==> src/rtl/operand_loader_pkg.sv <==
// Shared definitions for the operand loader: FSM state encoding and default widths.
package operand_loader_pkg;

  localparam int DEF_WIDTH = 2;
  localparam int DEF_CNT_W = 8;

  typedef enum logic [2:0] {
    LD_A = 3'd0,
    LD_B = 3'd1,
    LD_C = 3'd2,
    LD_D = 3'd3,
    HOLD = 3'd4
  } state_t;

endpackage

==> src/rtl/operand_loader.sv <==
// Assembles a serial stream of words (a, b, c, d) into one registered operand
// frame and presents it downstream with a valid/ready handshake.
module operand_loader
  import operand_loader_pkg::*;
#(
  parameter int WIDTH = DEF_WIDTH,
  parameter int CNT_W = DEF_CNT_W
) (
  input  logic             clk,
  input  logic             rst_n,
  input  logic             in_valid,
  input  logic [WIDTH-1:0] in_data,
  output logic             in_ready,
  input  logic             flush,
  output logic [WIDTH-1:0] a,
  output logic [WIDTH-1:0] b,
  output logic [WIDTH-1:0] c,
  output logic [WIDTH-1:0] d,
  output logic             op_valid,
  input  logic             op_ready,
  output logic [CNT_W-1:0] frame_cnt,
  output logic             busy
);

  state_t state, state_nxt;
  logic   accept, consume;
  logic   load_a, load_b, load_c, load_d;

  // Handshake flags decode from registered state only; no path from op_ready to in_ready.
  assign in_ready = (state != HOLD);
  assign op_valid = (state == HOLD);
  assign busy     = (state == LD_B) || (state == LD_C) || (state == LD_D);
  assign accept   = in_valid && in_ready && !flush;
  assign consume  = op_valid && op_ready;

  always_ff @(posedge clk or negedge rst_n) begin
    if (!rst_n) state <= LD_A;
    else        state <= state_nxt;
  end

  // flush wins over an offered word while loading; HOLD ignores it.
  always_comb begin
    state_nxt = state;
    load_a    = 1'b0;
    load_b    = 1'b0;
    load_c    = 1'b0;
    load_d    = 1'b0;
    case (state)
      LD_A: begin
        if (flush)       state_nxt = LD_A;
        else if (accept) begin load_a = 1'b1; state_nxt = LD_B; end
      end
      LD_B: begin
        if (flush)       state_nxt = LD_A;
        else if (accept) begin load_b = 1'b1; state_nxt = LD_C; end
      end
      LD_C: begin
        if (flush)       state_nxt = LD_A;
        else if (accept) begin load_c = 1'b1; state_nxt = LD_D; end
      end
      LD_D: begin
        if (flush)       state_nxt = LD_A;
        else if (accept) begin load_d = 1'b1; state_nxt = HOLD; end
      end
      HOLD: begin
        if (op_ready) state_nxt = LD_A;
      end
      default: state_nxt = LD_A;
    endcase
  end

  // Operands change only on their own accept, so they stay stable through HOLD.
  always_ff @(posedge clk or negedge rst_n) begin
    if (!rst_n) begin
      a <= '0;
      b <= '0;
      c <= '0;
      d <= '0;
    end else begin
      if (load_a) a <= in_data;
      if (load_b) b <= in_data;
      if (load_c) c <= in_data;
      if (load_d) d <= in_data;
    end
  end

  always_ff @(posedge clk or negedge rst_n) begin
    if (!rst_n)       frame_cnt <= '0;
    else if (consume) frame_cnt <= frame_cnt + CNT_W'(1);
  end

endmodule

==> config.mk <==
export PLATFORM = sky130hd
export DESIGN_NAME = operand_loader
export DESIGN_NICKNAME = d
export VERILOG_FILES = /design/src/rtl/operand_loader_pkg.sv /design/src/rtl/operand_loader.sv
export SDC_FILE = /design/constraint.sdc
export NUM_CORES = 1
export LEC_CHECK = 0
export BUFFER_PORTS_ARGS = -buffer_cell sky130_fd_sc_hd__buf_2
export CAP_MARGIN = 20
export CORE_MARGIN = 3
export CORE_UTILIZATION = 48
export DETAILED_ROUTE_END_ITERATION = 8
export GPL_TIMING_DRIVEN = 0
export MAX_ROUTING_LAYER = met4
export PLACE_DENSITY = 0.87
export SLEW_MARGIN = 30
export SYNTH_ARGS = -nofsm -noshare
export SYNTH_HDL_FRONTEND = slang
export SYNTH_SLANG_ARGS = --single-unit
==> constraint.sdc <==
create_clock -name clk -period 1.7 [get_ports clk]
set_clock_uncertainty 0.1 [all_clocks]
set_input_delay 0.085 -clock clk [delete_from_list [all_inputs] [get_ports clk]]
set_output_delay 0.085 -clock clk [all_outputs]
set_load 0.1 [all_outputs]
# Yosys cells after proc, flatten, opt, wreduce, memory -nomap -nowiden
# Cells that the tools add are included.
# word_totals
register_bits	19
latch_bits	0
ramBits	0
mem_bits_ro	0
elab_cells	41
mem_count	0
# classes
addsub	1
multipliers	0
div	0
n_lt_le_gt_ge	0
eq_ne	10
shifts	0
muxes	16
bitwise	0
n_reduce_logical	8
# op_table
cell	count
two-way mux 3 bit	9
!= test 3 bit, second input constant	5
case mux 3 bit (5 select lines)	1
adder 8 x 1 -> 8 bit, second input constant	1
equality test 3 x 2 -> 1 bit, second input constant	2
two-way mux 1 bit	6
AND reduction 5 bit	1
equality test 3 x 1 -> 1 bit, second input constant	1
equality test 3 bit, second input constant	1
logical AND 1 bit	3
logical NOT 3 bit	1
logical OR 1 bit	2
!= test 2 x 1 -> 1 bit, second input constant	1
logical NOT 1 bit	1

# Longest topological paths before layout
# Gate-level depths: netlist (run 1).
# logic_depth
word_depth	6
mapped_depth	5
ltp_nobuf	4

# Worst setup path after synthesis (run 1)
# OpenSTA, ideal clock, no wires.
# synth_path
kind	flip-flop to output port
start	register state[1]
end	output op_valid
arrival_time_ns	2.102
required_ns	1.515
slack_ns	-0.587
path_stages_with_launch	4
path_buffers	0
cell_sequence	dfrtp_1 -> nor2_1 -> nand2_1 -> inv_1
# synth_via
elab_chain_len	1
# synth_lines
item	line_no	text
from (decl)	operand_loader.sv:25	state_t state, state_nxt;
from (signal assigned)	operand_loader.sv:38	else state <= state_nxt;
equality test 3 bit	operand_loader.sv:31	assign op_valid = (state == HOLD);
to (decl)	operand_loader.sv:19	output logic op_valid,
# Every way passes these cells.

# Worst setup path in the final report (run 1)
# layout_path
start	register state[1]
end	output in_ready
# layout_via
elab_chain_len	1
# layout_lines
item	line_no	text
!= test 3 bit	operand_loader.sv:30	assign in_ready = (state != HOLD);
to (decl)	operand_loader.sv:13	output logic in_ready,
# Every way passes these cells.

==> results of run 1 <==
cell usage after synthesis (2+ instances only):
| master | instances | area [sq um] |
|---|---|---|
| nand4_1 | 2 | 12.5 |
| nand2_1 | 4 | 15.0 |
| xor2_1 | 6 | 52.6 |
| nand3_1 | 4 | 20.0 |
| nor2_1 | 5 | 18.8 |
| dfrtp_1 | 19 | 475 |
| xnor2_1 | 3 | 26.3 |
| mux2_2 | 9 | 101 |
| nor3_1 | 4 | 20.0 |
flip-flops by register name (all words and copies together), names as in the netlist:
| signal | cells |
|---|---|
| d | 2 |
| frame_cnt | 8 |
| c | 2 |
| b | 2 |
| state | 3 |
| a | 2 |
per-layer routing:
| layer | GRT usage | vias up |
|---|---|---|
| met5 | - | - |
| met4 | 0.102 | 0 |
| met3 | 0.0564 | 4 |
| met2 | 0.269 | 21 |
| met1 | 0.226 | 315 |
| li1 | - | 298 |
what timing repair did:
action,CTS,global route
gates resized for setup,2,1
endpoints found under the setup margin,2,2
hold endpoints to repair,30,0
hold buffers,6,0
cells by family after synthesis:
logic type                 synth area share
xor gates and xnor gates             0.0943
adders and majority gates            0.0150
and+or+nand+nor                       0.168
buffers and inverters                0.0269
muxes                                 0.121
AOI/OAI and AO/OA                   0.00598
DFF                                   0.569
critical path, stage by stage (launching register included):
cell and delay (ps):
dfrtp_1 520, nor2_4 90, nand2_2 110, buf_2 430
area by class of cell:
cell class,count,area [sq um]
Clock buffer,3,22.5
Sequential cell,19,482
Tap cell,16,20.0
Multi-Input combinational cell,43,350
Buffer,2,18.8
Clock inverter,1,5.00
Inverter,1,7.51
Fill cell,117,483
Timing Repair Buffer,31,188
power groups by stage:
| stage | clock network [mW] | logic [mW] | registers [mW] |
|---|---|---|---|
| 6_report | 0.217 | 0.774 | 0.578 |
| 5_1_grt | 0.252 | 0.801 | 0.593 |
| 4_1_cts | 0.229 | 0.774 | 0.576 |
| 3_5_place_dp | 0 | 0.762 | 0.585 |
| 3_3_place_gp | 0 | 0.752 | 0.582 |
| 2_1_floorplan | 0 | 0.126 | 1.09 |
stage by stage:
stage / instances / cell area, sq um / TNS, ps / power, mW / hold WS [ps]
after floorplan: 65 / 851 / -75.0 / 1.22 / -311
after global placement: 106 / 996 / 0 / 1.33 / -65.7
after global routing: 116 / 1090 / 0 / 1.65 / 162
after detailed placement: 106 / 996 / 0 / 1.35 / -59.8
final: 116 / 1090 / 0 / 1.57 / 145
after CTS: 116 / 1090 / 0 / 1.58 / 156
how the worst max path moves through the flow:
stage	from	to	slack (ps)	cells after the start
floorplan	state[1]	op_valid	-80	3
global placement	state[1]	op_valid	170	4
detailed placement	state[1]	op_valid	170	4
CTS	state[1]	op_valid	50	4
global route	state[1]	in_ready	7	3
finish	state[1]	in_ready	70	3
==> results.toml, run 1 <==
[layout]
final_core_utilization = 0.694
layout_common_cells = "buf_2 (24), dfrtp_1 (14), mux2_2 (9), xor2_1 (6), dlygate4sd3_1 (6)"
layout_commonest_cell = "buf_2"
layout.nets = 109
drive_gt1_frac = 0.510
diodes = 0
area_delta_synth_final_pct = 30.8

[timing]
rsz0062_at_grt = "false"
setup_viol = 0
slew_viol_final = 0
relSlewSlack = 0.671
worstMarginPinSlew_ps = 497
hold_viol_final = 0
max_freq_mhz = 612
fin_crit_ps = 1630
fin_ws_ps = 66.8
finalCritPeriodShare = 0.961

[clock_network]
cts_sinks = 19
cts_setup_buffers = 0
clockRootBuffer = "clkbuf_4"
cts_buffer_depth = 2
cts_tree = "built"
htreeDepth = 1
clk_pin_slew_ps = 100
worstSkewPairLatency_ps = 290
cts-buffers-inserted = 3

[die]
dieHeight_microns = 47.7
die-area_sq_um = 2280
num_io_pins = 26
die_x_microns = 47.7
row_count = 14
start_util = 0.530
core_sq_um = 1580

[synthesis]
syn-num-nets = 73
synth-seq-cells = 19
synthesis.area_sq_um = 836
synth_ff_type = "dfrtp_1"
ys_types = 18
synth-edff-count = 0
yosysWarnings = 0
synth-seq-area-share = 0.569
synthArstFlopShare = 1.00
synth_cells = 65
syn_area_per_cell_sq_um = 12.9

[routing]
drc = 0
drt_wl_total_microns = 1680
drt-initial-drc-count = 25
vias = 638
met3WireLength_microns = 87
wl_met1_microns = 714
wl_per_cell_microns = 14.5
top_layer = "met4"
drt-pass1-iter-count = 4
viasPerCell = 5.50
wl_met2_microns = 855
ant_nets = 0

[placement]
numPortBuffers = 25
post-dp-hpwl_microns = 1180
preCtsSetupSlack_ps = 166
place.gp.congestion = 0.782

[setup_path]
crit_path_end_kind = "primary output"
start_kind = "register"
setup.reg_to_reg.worst_slack_ps = 180
cp_max_fo = 6
critical_path_class = "register to primary output"
rr_startpoint = "state[2]"
required_ps = 1510
critical_path_arrival_ps = 1450
reg2regPathDepth = 3
r2r-end = "b[1]"

[power]
ir_drop_v = 0.00110
power_leakage_nw = 0.563
p_per_area_nw_per_um2 = 1440
pwr-share-clk = 0.138
p_int_uw = 747
combPwrFrac = 0.493
power_switching_uw = 823
swShare = 0.524
seqPwrFrac = 0.368

[global_routing]
grt_pass1_wl_microns = 2760
grt_max_degree = 20
antenna_found_initial = 0
grt_pass1_vias = 635
globalRouteOverflowTotal = 0
track_usage = 0.185

[flow_run]
max_cap_viol_count = 0

[run_status]
outcome = "complete, no violations"

[hold_path]
hold_path.class = "input port to async pin"
Power figures use the tool's default switching activity.
==> run 2: changes to the inputs <==
--- a/config.mk
+++ b/config.mk
@@ -8,11 +8,11 @@
 export BUFFER_PORTS_ARGS = -buffer_cell sky130_fd_sc_hd__buf_2
 export CAP_MARGIN = 20
 export CORE_MARGIN = 3
-export CORE_UTILIZATION = 48
+export CORE_UTILIZATION = 52
 export DETAILED_ROUTE_END_ITERATION = 8
 export GPL_TIMING_DRIVEN = 0
 export MAX_ROUTING_LAYER = met4
-export PLACE_DENSITY = 0.87
+export PLACE_DENSITY = 0.92
 export SLEW_MARGIN = 30
 export SYNTH_ARGS = -nofsm -noshare
 export SYNTH_HDL_FRONTEND = slang
==> constraint.sdc (replaced) <==
create_clock -name clk -period 2.11 [get_ports clk]
set_clock_uncertainty 0.1 [all_clocks]
set_input_delay 0.1055 -clock clk [delete_from_list [all_inputs] [get_ports clk]]
set_output_delay 0.1055 -clock clk [all_outputs]
set_load 0.1 [all_outputs]
==> run 2 against run 1 <==
  * Worst hold slack lost 120 ps
  * Cell area decreased by 2.9%
  * Global-route usage grew 0.81 points
  * Via count shrank 5.2%
  * Sequential power shrank 20%
  * Clock-buffer cell count increased by 1
  * Combinational power decreased by 20%
  * First-iteration DRC count is 80% lower
  * Critical path depth grew 1
  * Highest routed layer unchanged
==> results.toml, run 2 (synthesis results as in run 1) <==
[die]
die_x_microns = 46.1
num_io_pins = 26
core_sq_um = 1400
die-area_sq_um = 2120
start_util = 0.597
row_count = 13
dieHeight_microns = 46.1

[power]
ir_drop_v = 0.00108
p_per_area_nw_per_um2 = 1190
power_leakage_nw = 0.562

[routing]
drc = 0
drt-initial-drc-count = 5
viasPerCell = 5.31
drt_wl_total_microns = 1670
ant_nets = 0
wl_per_cell_microns = 14.7
vias = 605
drt-pass1-iter-count = 3

[layout]
fin_area_sq_um = 1060
top_register = "frame_cnt"
area_delta_synth_final_pct = 27.1
final_core_utilization = 0.759
layout_common_cells = "buf_2 (25), dfrtp_1 (19), mux2_2 (9), xor2_1 (6)"
top_regs = "frame_cnt x8, state x3"
diodes = 0
drive_gt1_frac = 0.434
layout_commonest_cell = "buf_2"
largest_reg_flops = 8
layout.nets = 108

[clock_network]
htreeDepth = 1
clk_pin_slew_ps = 100
cts_setup_buffers = 0
cts_buffer_depth = 2
worstSkewPairLatency_ps = 290
clockRootBuffer = "clkbuf_4"
cts-buffers-inserted = 3
cts_tree = "built"
cts_sinks = 19

[timing]
finalCritPeriodShare = 0.887
setup_viol = 0
max_freq_mhz = 534
relSlewSlack = 0.675
fin_ws_ps = 238
fin_crit_ps = 1870
hold_ws_ps = 28.2
fin_tns_setup_ps = 0
worstMarginPinSlew_ps = 491
rsz0062_at_grt = "false"
hold_viol_final = 0
slew_viol_final = 0

[setup_path]
critical_path_class = "register to primary output"
start_kind = "register"
critical_path_arrival_ps = 1670
crit_path_end_kind = "primary output"
cp_slowest_cell = "dfrtp_1"
path_cells = "nor2_1, nand2_2, clkinvlp_4, buf_2"
cp_max_fo = 6
cpPeakStageDelay_ps = 470
cp_top_family = "buffers and inverters"
cp_num_buf_inv = 2
required_ps = 1900

[placement]
dpl_cell_area_sq_um = 986
preCtsSetupSlack_ps = 568
post-dp-hpwl_microns = 1210
place.gp.congestion = 0.689
numPortBuffers = 25

[global_routing]
antenna_found_initial = 0
grt_pass1_wl_microns = 2730
grt_max_degree = 20
globalRouteOverflowTotal = 0
track_usage = 0.193
grt_pass1_vias = 613

[flow_run]
max_cap_viol_count = 0

[run_status]
outcome = "complete, no violations"

[hold_path]
hold_path.class = "input port to register"
-- run 2: power by group --
| group | leakage, nW | internal [mW] | switching (mW) |
|---|---|---|---|
| sequential | 0.251 | 0.423 | 0.0407 |
| combinational | 0.297 | 0.103 | 0.516 |
| clock | 0.0150 | 0.0735 | 0.106 |
| total | 0.562 | 0.600 | 0.662 |
-- run 2: area by class of cell --
| cell class | count | area, sq um |
|---|---|---|
| inverters | 1 | 7.51 |
| well taps | 15 | 18.8 |
| plain buffers | 2 | 18.8 |
| clock buffers | 4 | 26.3 |
| fillers | 102 | 337 |
| multi-input cells | 43 | 340 |
| flip-flops and latches | 19 | 475 |
| repair buffers | 30 | 175 |
-- run 2: final timing paths --
kind                               from            to  slack (ps)  cells after the start
max reg2reg                    state[1]          a[0]         660                      3
max in group asynchronous         rst_n          b[1]        1450                      2
min in group asynchronous         rst_n  frame_cnt[6]         170                      2
max                            state[1]      op_valid         240                      4
min                            in_valid      state[0]          30                      3
min reg2reg                frame_cnt[7]  frame_cnt[7]         370                      1
-- run 2: through the flow --
step | power (mW) | cells
floorplan | 0.979 | 65
global placement | 1.07 | 105
detailed placement | 1.08 | 105
CTS | 1.27 | 114
global route | 1.31 | 114
finish | 1.26 | 114
-- run 2: worst register-to-register path: cells and delay by family (launching register included) --
kind	cells	cell delay, ps
DFF	1	470
muxes	1	300
and+or+nand+nor	2	480
-- run 2: per-layer routing --
metal / global-route usage / wire length (microns) / up-vias / share of wire
li1: - / - / 295 / -
met1: 0.239 / 751 / 291 / 0.45
met2: 0.294 / 816 / 17 / 0.49
met3: 0.0313 / 84 / 2 / 0.050
met4: 0.114 / 19 / 0 / 0.011
met5: - / 0 / - / 0
-- run 2: repair_timing --
| item | CTS | global route |
|---|---|---|
| gates resized for setup | 0 | 0 |
| hold endpoints to repair | 30 | 0 |
| hold buffers | 5 | 0 |
==> run 3: changes to the inputs <==
--- a/config.mk
+++ b/config.mk
@@ -13,6 +13,7 @@
 export GPL_TIMING_DRIVEN = 0
 export MAX_ROUTING_LAYER = met4
 export PLACE_DENSITY = 0.92
+export SETUP_SLACK_MARGIN = 0.3
 export SLEW_MARGIN = 30
 export SYNTH_ARGS = -nofsm -noshare
 export SYNTH_HDL_FRONTEND = slang
==> run 3 against run 2 <==
  * Worst hold slack better by 9.5 ps
  * Sequential power up 0.9%
  * Utilization up 0.98 points
  * Register-to-register slack worse by 70 ps
  * Combinational power about the same
  * Critical endpoint unchanged
==> results.toml, run 3 (synthesis results as in run 1) <==
[setup_path]
setup.reg_to_reg.worst_slack_ps = 590
path_cells = "nor2_2, nand2_2, clkinvlp_4, buf_4"
r2r-end = "b[0]"
cpPeakStageDelay_ps = 470
endpoint = "op_valid"
required_ps = 1900
worstSetupStartpoint = "state[1]"
start_kind = "register"
critical_path_class = "register to primary output"
rr_startpoint = "state[2]"
reg2regPathDepth = 3
cp_slowest_cell = "dfrtp_1"
critical_path_arrival_ps = 1480
crit_path_end_kind = "primary output"
cp_max_fo = 6

[die]
die_x_microns = 46.1
start_util = 0.597
die-area_sq_um = 2120
dieHeight_microns = 46.1
num_io_pins = 26
row_count = 13
core_sq_um = 1400

[clock_network]
htreeDepth = 1
cts_buffer_depth = 2
cts_tree = "built"
clockRootBuffer = "clkbuf_4"
cts-buffers-inserted = 3
cts_sinks = 19
clk_pin_slew_ps = 100
worstSkewPairLatency_ps = 290

[power]
p_int_uw = 602
pwr-share-clk = 0.141
power_leakage_nw = 0.555
power_switching_uw = 665
swShare = 0.525
p_per_area_nw_per_um2 = 1180
combPwrFrac = 0.490
seqPwrFrac = 0.369
ir_drop_v = 0.00117

[global_routing]
grt_pass1_wl_microns = 2860
use_met1 = 0.234
grt_use_met3 = 0.0469
busiest_layer = "met2"
grt_use_met2 = 0.310
track_usage = 0.204
grt_max_degree = 20
globalRouteOverflowTotal = 0
antenna_found_initial = 0
grt_pass1_vias = 668

[layout]
layout_commonest_cell = "buf_2"
register_area_sq_um = 482
diodes = 0
area_delta_synth_final_pct = 28.7
top_regs = "frame_cnt x8, state x3"
layout_common_cells = "buf_2 (24), dfrtp_1 (14), mux2_2 (9), xor2_1 (6)"
drive_gt1_frac = 0.505
top_register = "frame_cnt"
multiInputGateArea_sq_um = 345
nFillCells = 90
layout.nets = 108
largest_reg_flops = 8
instances_no_fill = 114

[placement]
place.gp.congestion = 0.685
post-dp-hpwl_microns = 1290
dp.cells = 105
preCtsSetupSlack_ps = 533
numPortBuffers = 25

[routing]
viasPerCell = 5.46
vias = 622
drt-pass1-iter-count = 4
wl_per_cell_microns = 15.2
drt_wl_total_microns = 1730
ant_nets = 0
drt-initial-drc-count = 3
drc = 0

[timing]
hold_ws_ps = 37.7
max_freq_mhz = 593
fin_ws_ps = 423
setup_viol = 0
relSlewSlack = 0.674
rsz0062_at_grt = "false"
fin_tns_setup_ps = 0
fin_crit_ps = 1690
finalCritPeriodShare = 0.800
worstMarginPinSlew_ps = 492
hold_viol_final = 0
slew_viol_final = 0

[flow_run]
max_cap_viol_count = 0

[run_status]
outcome = "complete, no violations"

[hold_path]
min_from = "in_valid"
hold_path.class = "input port to register"
holdPathStages = 3
run 3: cell counts in the layout (fill, tap and decap cells not counted):
Identical to the previous run, type by type.
run 3: how the worst min path moves through the flow:
stage / to / slack [ps]
6_report: state[0] / 40
3_5_place_dp: frame_cnt[7] / -40
5_1_grt: state[0] / 40
2_1_floorplan: a[0] / -290
3_3_place_gp: frame_cnt[6] / -50
4_1_cts: c[0] / 1
run 3: per-layer routing:
metal / vias up / part of all wire
li1: 292 / -
met1: 303 / 0.41
met2: 23 / 0.52
met3: 4 / 0.055
met4: 0 / 0.017
met5: - / 0
run 3: power by group through the flow:
stage          clock network (mW)  logic [mW]  registers (mW)
2_1_floorplan                   0       0.102           0.881
3_3_place_gp                    0       0.606           0.469
3_5_place_dp                    0       0.616           0.474
4_1_cts                     0.187       0.623           0.467
5_1_grt                     0.200       0.639           0.475
6_report                    0.178       0.621           0.468
run 3: cell type report:
class | instances | share of cell area
timing repair buffer | 30 | 0.165
buffer | 2 | 0.0174
sequential | 19 | 0.448
clock buffer | 4 | 0.0244
inverter | 1 | 0.00698
multi-input combinational | 43 | 0.321
tap | 15 | 0.0174
run 3: worst max-delay path: cells and delay by family (launching register included):
kind | cells | cell delay, ps
flip-flops | 1 | 470
AND/OR/NAND/NOR | 2 | 370
buffers and inverters | 2 | 340
run 3: stage by stage:
step	util	total power [mW]	cell area, sq um
final	0.769	1.27	1080
after global routing	0.769	1.31	1080
after CTS	0.760	1.28	1060
after detailed placement	0.711	1.09	995
after global placement	0.711	1.07	995
after floorplan	-	0.983	851
run 3: what timing repair did:
| item | in CTS | in global routing |
|---|---|---|
| setup endpoints to repair | 1 | 2 |
| hold buffers | 4 | 1 |
| gates resized for setup | 1 | 1 |
| endpoints found under the hold margin | 26 | 1 |
| buffers inserted | 0 | 0 |
